[config.mk]
export PLATFORM = sky130hd
export DESIGN_NAME = knight_seq
export DESIGN_NICKNAME = d
export VERILOG_FILES = /design/src/rtl/knight_seq.sv
export SDC_FILE = /design/constraint.sdc
export NUM_CORES = 1
export LEC_CHECK = 0
export ABC_AREA = 1
export BUFFER_PORTS_ARGS = -buffer_cell sky130_fd_sc_hd__buf_2
export CAP_MARGIN = 20
export CORE_MARGIN = 8
export CORE_UTILIZATION = 60
export CTS_BUF_LIST = sky130_fd_sc_hd__clkbuf_4 sky130_fd_sc_hd__clkbuf_8
export CTS_CLUSTER_DIAMETER = 150
export CTS_CLUSTER_SIZE = 40
export DETAILED_ROUTE_END_ITERATION = 8
export PLACE_DENSITY = 0.91
export REMOVE_ABC_BUFFERS = 1
export SLEW_MARGIN = 40
export SYNTH_ARGS = -nofsm -noshare
export SYNTH_HDL_FRONTEND = slang
export SYNTH_SLANG_ARGS = --single-unit
[constraint.sdc]
create_clock -name ck -period 2.6 [get_ports ck]
set_input_delay 0.78 -clock ck [delete_from_list [all_inputs] [get_ports ck]]
set_output_delay 0.78 -clock ck [all_outputs]
set_load 0.005 [all_outputs]
[src/rtl/knight_seq.sv]
// ============================================================================
// knight_seq: knight-rider lamp sequencer, bouncing a single lit lamp 0..7..0
// at a programmable step period, with hold, abort, restart and one-shot modes.
// Revision: 1.0
// ============================================================================
`default_nettype none

module knight_seq #(
  parameter int PRE_W = 16
) (
  input  logic             ck,
  input  logic             res,
  input  logic             start,
  input  logic             stop,
  input  logic             hold,
  input  logic             oneshot,
  input  logic [PRE_W-1:0] div,
  output logic [7:0]       out,
  output logic [2:0]       pos,
  output logic             dir,
  output logic             step,
  output logic             busy,
  output logic             done
);

  typedef enum logic [1:0] {
    S_IDLE = 2'd0,
    S_RUN  = 2'd1,
    S_HOLD = 2'd2
  } state_t;

  state_t           r_state, w_state_n;
  logic [3:0]       r_ph, w_ph_n;
  logic [PRE_W-1:0] r_pre, w_pre_n;
  logic [PRE_W-1:0] r_div, w_div_n;
  logic             r_os, w_os_n;
  logic             w_step_n, w_done_n;
  logic [2:0]       w_pos_n;

  always_ff @(posedge ck or negedge res) begin
    if (!res) r_state <= S_IDLE;
    else      r_state <= w_state_n;
  end

  // Abort outranks restart, which outranks hold and normal counting.
  always_comb begin
    w_state_n = r_state;
    w_ph_n    = r_ph;
    w_pre_n   = r_pre;
    w_div_n   = r_div;
    w_os_n    = r_os;
    w_step_n  = 1'b0;
    w_done_n  = 1'b0;
    if (stop) begin
      w_state_n = S_IDLE;
      w_ph_n    = 4'd0;
      w_pre_n   = '0;
    end else if (start) begin
      w_state_n = S_RUN;
      w_ph_n    = 4'd0;
      w_pre_n   = '0;
      w_div_n   = div;
      w_os_n    = oneshot;
    end else begin
      unique case (r_state)
        S_IDLE: w_state_n = S_IDLE;
        S_HOLD: if (!hold) w_state_n = S_RUN;
        S_RUN: begin
          if (hold) begin
            w_state_n = S_HOLD;
          end else if (r_pre == r_div) begin
            w_pre_n = '0;
            if (r_os && (r_ph == 4'd15)) begin
              w_state_n = S_IDLE;
              w_ph_n    = 4'd0;
              w_done_n  = 1'b1;
            end else begin
              w_ph_n   = r_ph + 4'd1;
              w_step_n = 1'b1;
            end
          end else begin
            w_pre_n = r_pre + 1'b1;
          end
        end
        default: w_state_n = S_IDLE;
      endcase
    end
  end

  // Down half of the sweep mirrors the lamp index so both ends dwell two steps.
  assign w_pos_n = w_ph_n[3] ? ~w_ph_n[2:0] : w_ph_n[2:0];

  always_ff @(posedge ck or negedge res) begin
    if (!res) begin
      r_ph  <= 4'd0;
      r_pre <= '0;
      r_div <= '0;
      r_os  <= 1'b0;
      out   <= 8'd0;
      pos   <= 3'd0;
      dir   <= 1'b0;
      step  <= 1'b0;
      busy  <= 1'b0;
      done  <= 1'b0;
    end else begin
      r_ph  <= w_ph_n;
      r_pre <= w_pre_n;
      r_div <= w_div_n;
      r_os  <= w_os_n;
      step  <= w_step_n;
      done  <= w_done_n;
      busy  <= (w_state_n != S_IDLE);
      if (w_state_n == S_IDLE) begin
        out <= 8'd0;
        pos <= 3'd0;
        dir <= 1'b0;
      end else begin
        out <= 8'd1 << w_pos_n;
        pos <= w_pos_n;
        dir <= w_ph_n[3];
      end
    end
  end

endmodule

`default_nettype wire

# Word-level counts from Yosys, hierarchy flattened
# Cells that the tools add are included.
# totals
reg_bits	54
latchBits	0
ramBits	0
romBits	0
inputBits	22
output_inout_bits	15
n_memories	0
# classes
addsub	2
n_mul	0
div	0
n_lt_le_gt_ge	0
n_eq_ne	5
shift	1
muxes	34
bitwise	2
reduce_logical	6
# op_table
operator	n
$mux 16	5
$mux 4	6
$add 16x1->16 const B	1
$eq 16x16->1	1
$mux 1	13
$mux 2	6
$mux 8	1
$shl 1x3->8 const A	1
$mux 3	2
$add 4x1->4 const B	1
$eq 4x4->1 const B	1
$pmux 2 s2	1
$reduce_and 2->1	2
$ne 3x3->1 const B	1
$not 3->3	1
$reduce_bool 3->1	1
$eq 2x1->1 const B	1
$eq 2x2->1 const B	1
$logic_not 2->1	1
$reduce_bool 2->1	1
$logic_and 1x1->1	1
$not 1->1	1

# Depth between registers and ports, before layout
# Gate-level depths: netlist of the first run.
# depth
word_depth	12
depth_mapped	15

# Worst setup path after synthesis of the first run
# OpenSTA, ideal clock, no wires.
# synth_timing
path_type	input -> register
startpoint	in stop
endpoint	reg r_pre[10]
arrival_time_ns	1.919
path_slack_ns	0.554
cell_stages	9
path_buffers	0
cell_sequence	nor2_4 > inv_1 > nor2_1 > inv_2 > nand2_1 > nor2_1 > nand2_1 > xor2_1 > nor2_1
# synth_via
elab_chain_len	2
# synth_rtl
item	line_no	rtl
start, declared	14	input logic stop,
$ne 3x3->1 (no line) or $reduce_bool 3->1 (tied branches)	n/a	
$reduce_and 2->1 (no line)	n/a	
end signal, assigned	107	r_pre <= w_pre_n;
end, declared	34	logic [PRE_W-1:0] r_pre, w_pre_n;
# Several ways; a longest one is shown, not always the timed one.
# A chain may end at the register's enable or synchronous reset.

# Final worst setup path of the first run
# layout_timing
startpoint	reg r_state[1]
endpoint	reg out[7]
# layout_via
elab_chain_len	8
# layout_rtl
item	line_no	rtl
start, declared	32	state_t r_state, w_state_n;
start signal, assigned	42	else r_state <= w_state_n;
$eq 2x1->1 (*)	65	unique case (r_state)
$mux 4 (*)	65	
$mux 4 (*)	58	end else if (start) begin
$mux 4 (*)	54	if (stop) begin
named net w_ph_n[2]	33	logic [3:0] r_ph, w_ph_n;
$not 3->3	91	assign w_pos_n = w_ph_n[3] ? ~w_ph_n[2:0] : w_ph_n[2:0];
$mux 3 (*)	91	
$shl 1x3->8 (*)	118	out <= 8'd1 << w_pos_n;
$mux 8 (*)	113	if (w_state_n == S_IDLE) begin
end signal, assigned	118	
end, declared	18	output logic [7:0] out,
# The timed path passes the listed nets; every way through them passes the cells marked *.

==> metrics.md, run 1 <==
| Metric | Value |
|---|---|
| Headroom to the max-slew limit | `between 60% and 70%` |
| Sum of overflow across all layers after global routing | `0` |
| Count of yosys warnings during synthesis | `0` |
| Clock tree sinks | `54` |
| Sequential standard cell area | `0.00135 mm^2` |
| Fin worst setup slack | `0.425 ns` |
| First-pass GRT wire length | `10.2 mm` |
| Internal reg-to-reg setup slack | `0.43 ns` |
| Final-report max-slew violation count | `0` |
| Fraction of post-synthesis cell area in the top cell type by area | `around half` |
| Gpl congestion | `0.867` |
| Number of DRC markers in iteration 0 | `~140` |
| Leakage component of the power | `0.00162 uW` |
| Setup bufs post-CTS | `0` |
| Placed Cells | `~450` |
| Largest area contributor in the synthesized netlist | `dfrtp_1` |
| IO Count | `37` |
| Standard cell area after detailed placement | `just over 0.003 mm^2` |
| Total wire length after detailed routing | `5.74 mm` |
| DPL Wire Length | `4.48 mm` |
| Final Instance Count excl. Fillers | `457` |
| Number of distinct library cells after synthesis | `28` |
| Status | `complete, no violations` |
| FMAX | `between 400 and 500 MHz` |
| Hold buffer count at cts | `0` |
| Crit. Startpoint | `r_state[1]$_DFF_PN0_` |
| Final setup violation count | `0` |
| IO Port Bufs | `36` |
| Setup repair after global routing missed its margin | `false` |
| Post-synthesis sequential element count | `54` |
| Cell type of the slowest stage on the worst timing path | `dfrtp_1` |
| Register clock-pin slew on the reported worst setup and hold paths | `approximately 0.1 ns` |
| Number of remaining DRC errors | `0` |
| Area delta synth->final | `14.3%` |
| Max Buffers Root-to-Sink | `2` |
| Initial Util | `60.7%` |
| Cell types occupying the most area after synthesis | `dfrtp_1 (48%), nand2_1 (16%), inv_1 (6.3%), nor2_1 (5.4%), o21ai_0 (3.0%)` |
| Setup slack at placement | `0.292 ns` |
| Count of filler cells inserted in the layout | `364` |
| Total number of nets in the final design | `428` |
| Clock period minus final worst setup slack | `2.17 ns` |
| R2R cell count | `14` |
| First-pass DRT Iterations | `4` |
| Max-cap violation count | `0` |
| Area of the multi-input gates | `0.00124 mm^2` |
| Vias in the first global route | `about 2.3k` |
| Average via count per standard cell | `roughly 5.1` |
| Category of the critical setup timing path | `reg -> reg` |
| Total clock buffers created by CTS | `5` |
| Endpoint type of the worst setup path | `flop` |
| Syn Inst Count | `359` |
| Final period util | `83.6%` |
| TNS Setup | `0 ns` |
| Width of the chip | `84.2 um` |
| Row count | `25` |
| Most frequent standard cell in the layout excluding fill and tap cells | `nand2_1` |
| Reg-to-reg startpoint | `r_state[1]$_DFF_PN0_` |
| Worst voltage drop across the vdd grid | `0.405 mV` |
| Utilization after layout | `around 69%` |
| Highest-count cells in the layout ignoring fill and taps | `nand2_1 (116), dfrtp_1 (54), inv_1 (47)` |
| Top fanout value on the critical path | `6` |
| Resize count post-CTS | `0` |
| Power density of the placed cells | `513 mW/mm^2` |
| Final std cell area, no fill | `0.00319 mm^2` |
| Post-route clock skew | `between 0.004 and 0.005 ns` |
| Critical path capture point | `out[7]$_DFF_PN0_` |
| Most common cell on crit path | `nand2_1` |
| Sequential share of the synthesized area | `48.4%` |
| Clock latency on the worst-skew pair | `0.31 ns` |
| Worst Path Arrival | `2.41 ns` |
| Max stage delay on crit path | `0.42 ns` |
| Number of antenna violations at the first check in global routing | `0` |
| # H-tree levels | `2` |
| CP Cell Sequence | `inv_1 -> ha_1 -> inv_1 -> nor2_2 -> inv_1 -> nor2_1 -> nand3_1 -> nand2_1 -> nand2_1 -> nor2_1 -> nand2_1 -> nand2_1 -> nand2_2 -> nor2_1` |
| Critical Path Source Type | `flop` |
| Worst min-delay path class | `in -> async` |
| Final hold vios | `0` |
| Total GRT Usage | `17.0%` |
| Worst R2R End | `out[7]$_DFF_PN0_` |
| Largest net degree at the start of global routing | `31` |
| Share of post-route cells with drive strength above 1 | `between 10% and 20%` |
| Actual slew at the worst max-slew pin | `0.600 ns` |
| Detail Route Antenna Nets | `0` |
| Root Driver | `clkbuf_8` |
| Ant. Diodes | `0` |
| Core ar. | `0.00460 mm^2` |
| Mean cell area of the mapped netlist | `slightly below 8 um^2` |
| Netlist area before placement | `0.00279 mm^2` |
| Via count | `2352` |
| Die extent in y | `84.2 um` |
| CTS tree | `built` |
| Overall die area | `0.00709 mm^2` |
| WL/cell | `12.5 um` |
| Required time of the critical path | `2.84 ns` |
-- where the power goes --
part	switching (uW)	leakage, uW	internal, uW
Sequential	21.3	0.000723	876
Clock	278	0.0000504	287
Combinational	112	0.000849	63.2
Total	412	0.00162	1230
-- flip-flops by register name, indices dropped and copies added, names as in the netlist --
name,flops
busy,1
dir,1
done,1
out,8
pos,3
r_div,16
r_os,1
r_ph,4
r_pre,16
r_state,2
step,1
-- per-layer routing --
layer  track usage, %  up-vias  share of wire (%)
met1             20.5     1097                 43
met3             4.26        7                4.8
met2             29.6       43                 51
li1                 -     1205                  -
met5                0        -                  0
met4             4.08        0                1.0
-- how the worst min path moves through the flow --
stage | endpoint | slack [ns] | cells after the start
final | r_div[6]$_DFFE_PN0P_ | 0.47 | 1
after global routing | r_div[13]$_DFFE_PN0P_ | 0.51 | 1
after CTS | r_div[6]$_DFFE_PN0P_ | 0.47 | 1
after detailed placement | r_os$_DFFE_PN0P_ | 0.48 | 2
after global placement | r_os$_DFFE_PN0P_ | 0.48 | 2
after floorplan | r_os$_DFFE_PN0P_ | 0.44 | 2
-- cell families after synthesis --
kind of cell             share of synthesized area, %
flip-flops                                       48.4
AO/OA/AOI/OAI                                    6.32
AND/OR/NAND/NOR                                  33.3
buffers and inverters                            7.40
adder cells (fa/ha/maj)                          1.79
XOR/XNOR                                         2.82
-- per-stage QoR --
stage                     power (uW)  hold slack [ns]
after floorplan                 1020            0.442
after global placement          1080            0.485
after detailed placement        1090            0.483
after CTS                       1650            0.473
after global routing            1710            0.506
final                           1640            0.467
-- synthesized netlist by cell type --
| library cell | instances |
|---|---|
| a211oi_1 | 1 |
| a21oi_1 | 6 |
| a21oi_2 | 1 |
| a22oi_1 | 1 |
| clkbuf_1 | 3 |
| dfrtp_1 | 54 |
| ha_1 | 4 |
| inv_1 | 47 |
| inv_2 | 5 |
| nand2_1 | 116 |
| nand2_2 | 6 |
| nand2_4 | 2 |
| nand3_1 | 15 |
| nand3_2 | 1 |
| nand3_4 | 1 |
| nand4_1 | 5 |
| nand4_2 | 1 |
| nor2_1 | 40 |
| nor2_2 | 1 |
| nor2_4 | 2 |
| nor2_8 | 2 |
| nor3_1 | 11 |
| nor4_1 | 2 |
| o211ai_1 | 1 |
| o21ai_0 | 17 |
| o21ai_1 | 1 |
| o22ai_1 | 4 |
| xor2_1 | 9 |
-- worst max-delay path, delay by kind of cell, from the launching register on --
family / cells / cell delay [ns]
buf+inv: 3 / 0.28
simple gates: 10 / 1.17
fa+ha+maj: 1 / 0.20
flops: 1 / 0.42
-- final cells by class --
class	count	area share, %
Sequential cell	54	42.3
Multi-Input combinational cell	250	38.7
Timing Repair Buffer	39	7.13
Inverter	52	6.12
Clock buffer	5	2.16
Tap cell	54	2.12
Clock inverter	3	1.41
(Power assumes the default switching activity.)
==> inputs of run 2 (changes only) <==
Settings changed: ABC_AREA 1 to 0, CORE_UTILIZATION 60 to 53, PLACE_DENSITY 0.91 to 0.86.
Clock period 2.6 ns to 2 ns, I/O delays scaled along.
==> metrics.md, run 2 <==
| Metric | Value |
|---|---|
| Clock latency on the worst-skew pair | `0.31 ns` |
| Sequential share of the synthesized area | `53.7%` |
| Count of yosys warnings during synthesis | `0` |
| Number of DRC markers in iteration 0 | `204` |
| Leakage component of the power | `~0.0016 uW` |
| Failing checks | `setup timing` |
| Final std cell area, no fill | `0.00346 mm^2` |
| Flip-flop cell with the highest count after synthesis | `dfrtp_1` |
| Worst R2R End | `out[6]$_DFF_PN0_` |
| Core ar. | `0.00466 mm^2` |
| Largest registers in the final layout | `r_div: 16 flops, r_pre: 16 flops, out: 8 flops` |
| FMAX | `421 MHz` |
| Worst voltage drop across the vdd grid | `0.477 mV` |
| Fin worst setup slack | `-0.377 ns` |
| Mean cell area of the mapped netlist | `11.1 um^2` |
| Clock tree sinks | `54` |
| Final period util | `119%` |
| Detail Route Antenna Nets | `0` |
| Headroom to the max-slew limit | `approximately three quarters` |
| Post-route total power | `roughly 2200 uW` |
| Largest area contributor in the synthesized netlist | `dfrtp_1` |
| Width of the chip | `84.9 um` |
| List of most frequent post-synthesis cells | `dfrtp_1 (54), nor2_1 (27), xor2_1 (26)` |
| Number of flops mapped to enable cells by yosys | `0` |
| Die extent in y | `84.9 um` |
| Post-synthesis sequential element count | `54` |
| Parity-gate share of the synthesized area counting xor and xnor cells | `11.4%` |
| Total clock buffers created by CTS | `5` |
| WL/cell | `around 21 um` |
| IO Count | `37` |
| Initial Util | `54.0%` |
| Setup repair after global routing missed its margin | `true` |
| Most frequent standard cell in the layout excluding fill and tap cells | `dfrtp_1` |
| Final hold vios | `0` |
| Sum of overflow across all layers after global routing | `0` |
| Arithmetic-cell share of the synthesized area counting full adders, half adders and majority gates | `1.99%` |
| Number of remaining DRC errors | `0` |
| Post-synthesis mux area share | `8.15%` |
| Category of the critical setup timing path | `reg -> reg` |
| Clock period minus final worst setup slack | `2.38 ns` |
| Internal reg-to-reg setup slack | `-0.38 ns` |
| Actual slew at the worst max-slew pin | `approximately 0.36 ns` |
| Max-cap violation count | `0` |
| Via count | `2156` |
| DPL Wire Length | `4.15 mm` |
| Combinational family with the most area after synthesis | `simple AND/OR/NAND/NOR gates` |
| Worst Path Arrival | `2.60 ns` |
| Power density of the placed cells | `638 mW/mm^2` |
| Total wire length after detailed routing | `7.51 mm` |
| CTS tree | `built` |
| Cell type of the slowest stage on the worst timing path | `dfrtp_1` |
| CP Cell Sequence | `xor2_1 -> nor4_2 -> buf_4 -> and4_4 -> nand3_4 -> a21oi_4 -> xor2_2 -> nand3_4 -> nor3_1` |
| Vias in the first global route | `2161` |
| Hold buffer count at cts | `0` |
| R2R cell count | `9` |
| Register clock-pin slew on the reported worst setup and hold paths | `0.10 ns` |
| Max Buffers Root-to-Sink | `2` |
| Highest-count cells in the layout ignoring fill and taps | `dfrtp_1 (54), buf_4 (38), buf_2 (36)` |
| Average via count per standard cell | `5.97` |
| Gpl congestion | `0.894` |
| Number of distinct library cells after synthesis | `34` |
| Reg-to-reg startpoint | `r_pre[11]$_DFFE_PN0P_` |
| Standard cell area after detailed placement | `0.00301 mm^2` |
| Post-route clock skew | `0.00968 ns` |
| Worst path buffer plus inverter count | `1` |
| Setup slack at placement | `-0.477 ns` |
| # H-tree levels | `2` |
| First-pass DRT Iterations | `5` |
| Synth Area in Compound Gates | `4.37%` |
| Max stage delay on crit path | `0.43 ns` |
| Share of post-route cells with drive strength above 1 | `approximately half` |
| Total number of nets in the final design | `332` |
| IO Port Bufs | `36` |
| Cell family contributing the most delay on the critical path | `simple AND/OR/NAND/NOR gates` |
| Critical Path Source Type | `flop` |
| Netlist area before placement | `0.00252 mm^2` |
| First-pass GRT wire length | `10.7 mm` |
| Cell types occupying the most area after synthesis | `dfrtp_1 (54%), xor2_1 (9.0%), mux2_2 (7.6%), nor2_1 (4.0%), nand2_1 (2.8%)` |
| Most common cell on crit path | `nand3_4` |
| Ant. Diodes | `0` |
| Overall die area | `0.00721 mm^2` |
| Total GRT Usage | `18.7%` |
| Final-report max-slew violation count | `0` |
| Root Driver | `clkbuf_8` |
| Required time of the critical path | `2.23 ns` |
| Final setup violation count | `29` |
| Fraction of post-synthesis cell area in the top cell type by area | `53.7%` |
| Endpoint type of the worst setup path | `flop` |
| Most instantiated library cell after synthesis | `dfrtp_1` |
| Post-synthesis simple-gate area fraction | `between 10% and 20%` |
| Row count | `25` |
| Area delta synth->final | `37.3%` |
| Synth async-reset ratio | `100%` |
| Worst min-delay path class | `in -> async` |
| Number of antenna violations at the first check in global routing | `0` |
| Largest net degree at the start of global routing | `55` |
| Top fanout value on the critical path | `5` |
| Syn Inst Count | `~230` |
| Status | `complete, but fails checks` |
-- run 2: cell type report --
type	instances	area, um^2
Tap cell	54	67.6
Fill cell	281	1200
Clock inverter	1	30.0
Multi-Input combinational cell	161	1380
Timing Repair Buffer	78	528
Sequential cell	54	1350
Inverter	6	22.5
Clock buffer	7	83.8
-- run 2: worst register-to-register path, delay by kind of cell (launching register included) --
family                    cells  cell delay [ns]
and+or+nand+nor               5             0.95
buffers and inverters         1             0.17
xor gates and xnor gates      2             0.46
DFF                           1             0.43
AOI/OAI and AO/OA             1             0.28
-- run 2: layer usage --
| metal | vias up | global-route usage, % | wire (um) |
|---|---|---|---|
| met5 | - | 0 | 0 |
| met4 | 0 | 10.0 | 360 |
| met3 | 31 | 5.12 | 536 |
| met2 | 114 | 29.8 | 3620 |
| met1 | 1073 | 22.6 | 2990 |
| li1 | 938 | - | - |
-- run 2: cell families (layout without fill, tap and decap cells) --
logic type / count (synthesis) / after routing
xor gates and xnor gates: 32 / 32
adders and majority gates: 4 / 4
and+or+nand+nor: 90 / 90
DFF: 54 / 54
AOI/OAI and AO/OA: 17 / 17
muxes: 18 / 18
buffers and inverters: 11 / 92
-- run 2: worst max-delay path by stage --
stage                                from  cells after the start                to
floorplan           r_pre[12]$_DFFE_PN0P_                      9  out[4]$_DFF_PN0_
global placement     r_div[9]$_DFFE_PN0P_                      9  out[5]$_DFF_PN0_
detailed placement   r_div[7]$_DFFE_PN0P_                      8  out[5]$_DFF_PN0_
CTS                  r_div[9]$_DFFE_PN0P_                     11  out[5]$_DFF_PN0_
global route         r_pre[7]$_DFFE_PN0P_                      9  out[6]$_DFF_PN0_
finish              r_pre[11]$_DFFE_PN0P_                      9  out[6]$_DFF_PN0_
-- run 2: per-stage QoR --
| stage | instances | setup TNS (ns) | utilization [%] | hold slack, ns |
|---|---|---|---|---|
| 5_1_grt | 361 | -8.82 | 74.2 | 0.286 |
| 6_report | 361 | -4.98 | 74.2 | 0.264 |
| 2_1_floorplan | 221 | -0.636 | - | 0.304 |
| 3_5_place_dp | 343 | -7.23 | 64.5 | 0.489 |
| 4_1_cts | 356 | -2.37 | 70.4 | 0.286 |
| 3_3_place_gp | 343 | -6.42 | 64.5 | 0.483 |
-- run 2: repair_timing --
item / 4_1_cts / 5_1_grt
setup buffers: 5 / 9
endpoints found under the hold margin: 0 / 0
gates resized for setup: 26 / 28
setup endpoints to repair: 33 / 33
gates cloned: 0 / 0
pin swaps: 9 / 16
-- run 2: power by group --
part | switching (uW) | internal, uW | leakage [uW]
Combinational | 137 | 125 | 0.000860
Clock | 348 | 402 | 0.0000593
Sequential | 46.5 | 1150 | 0.000713
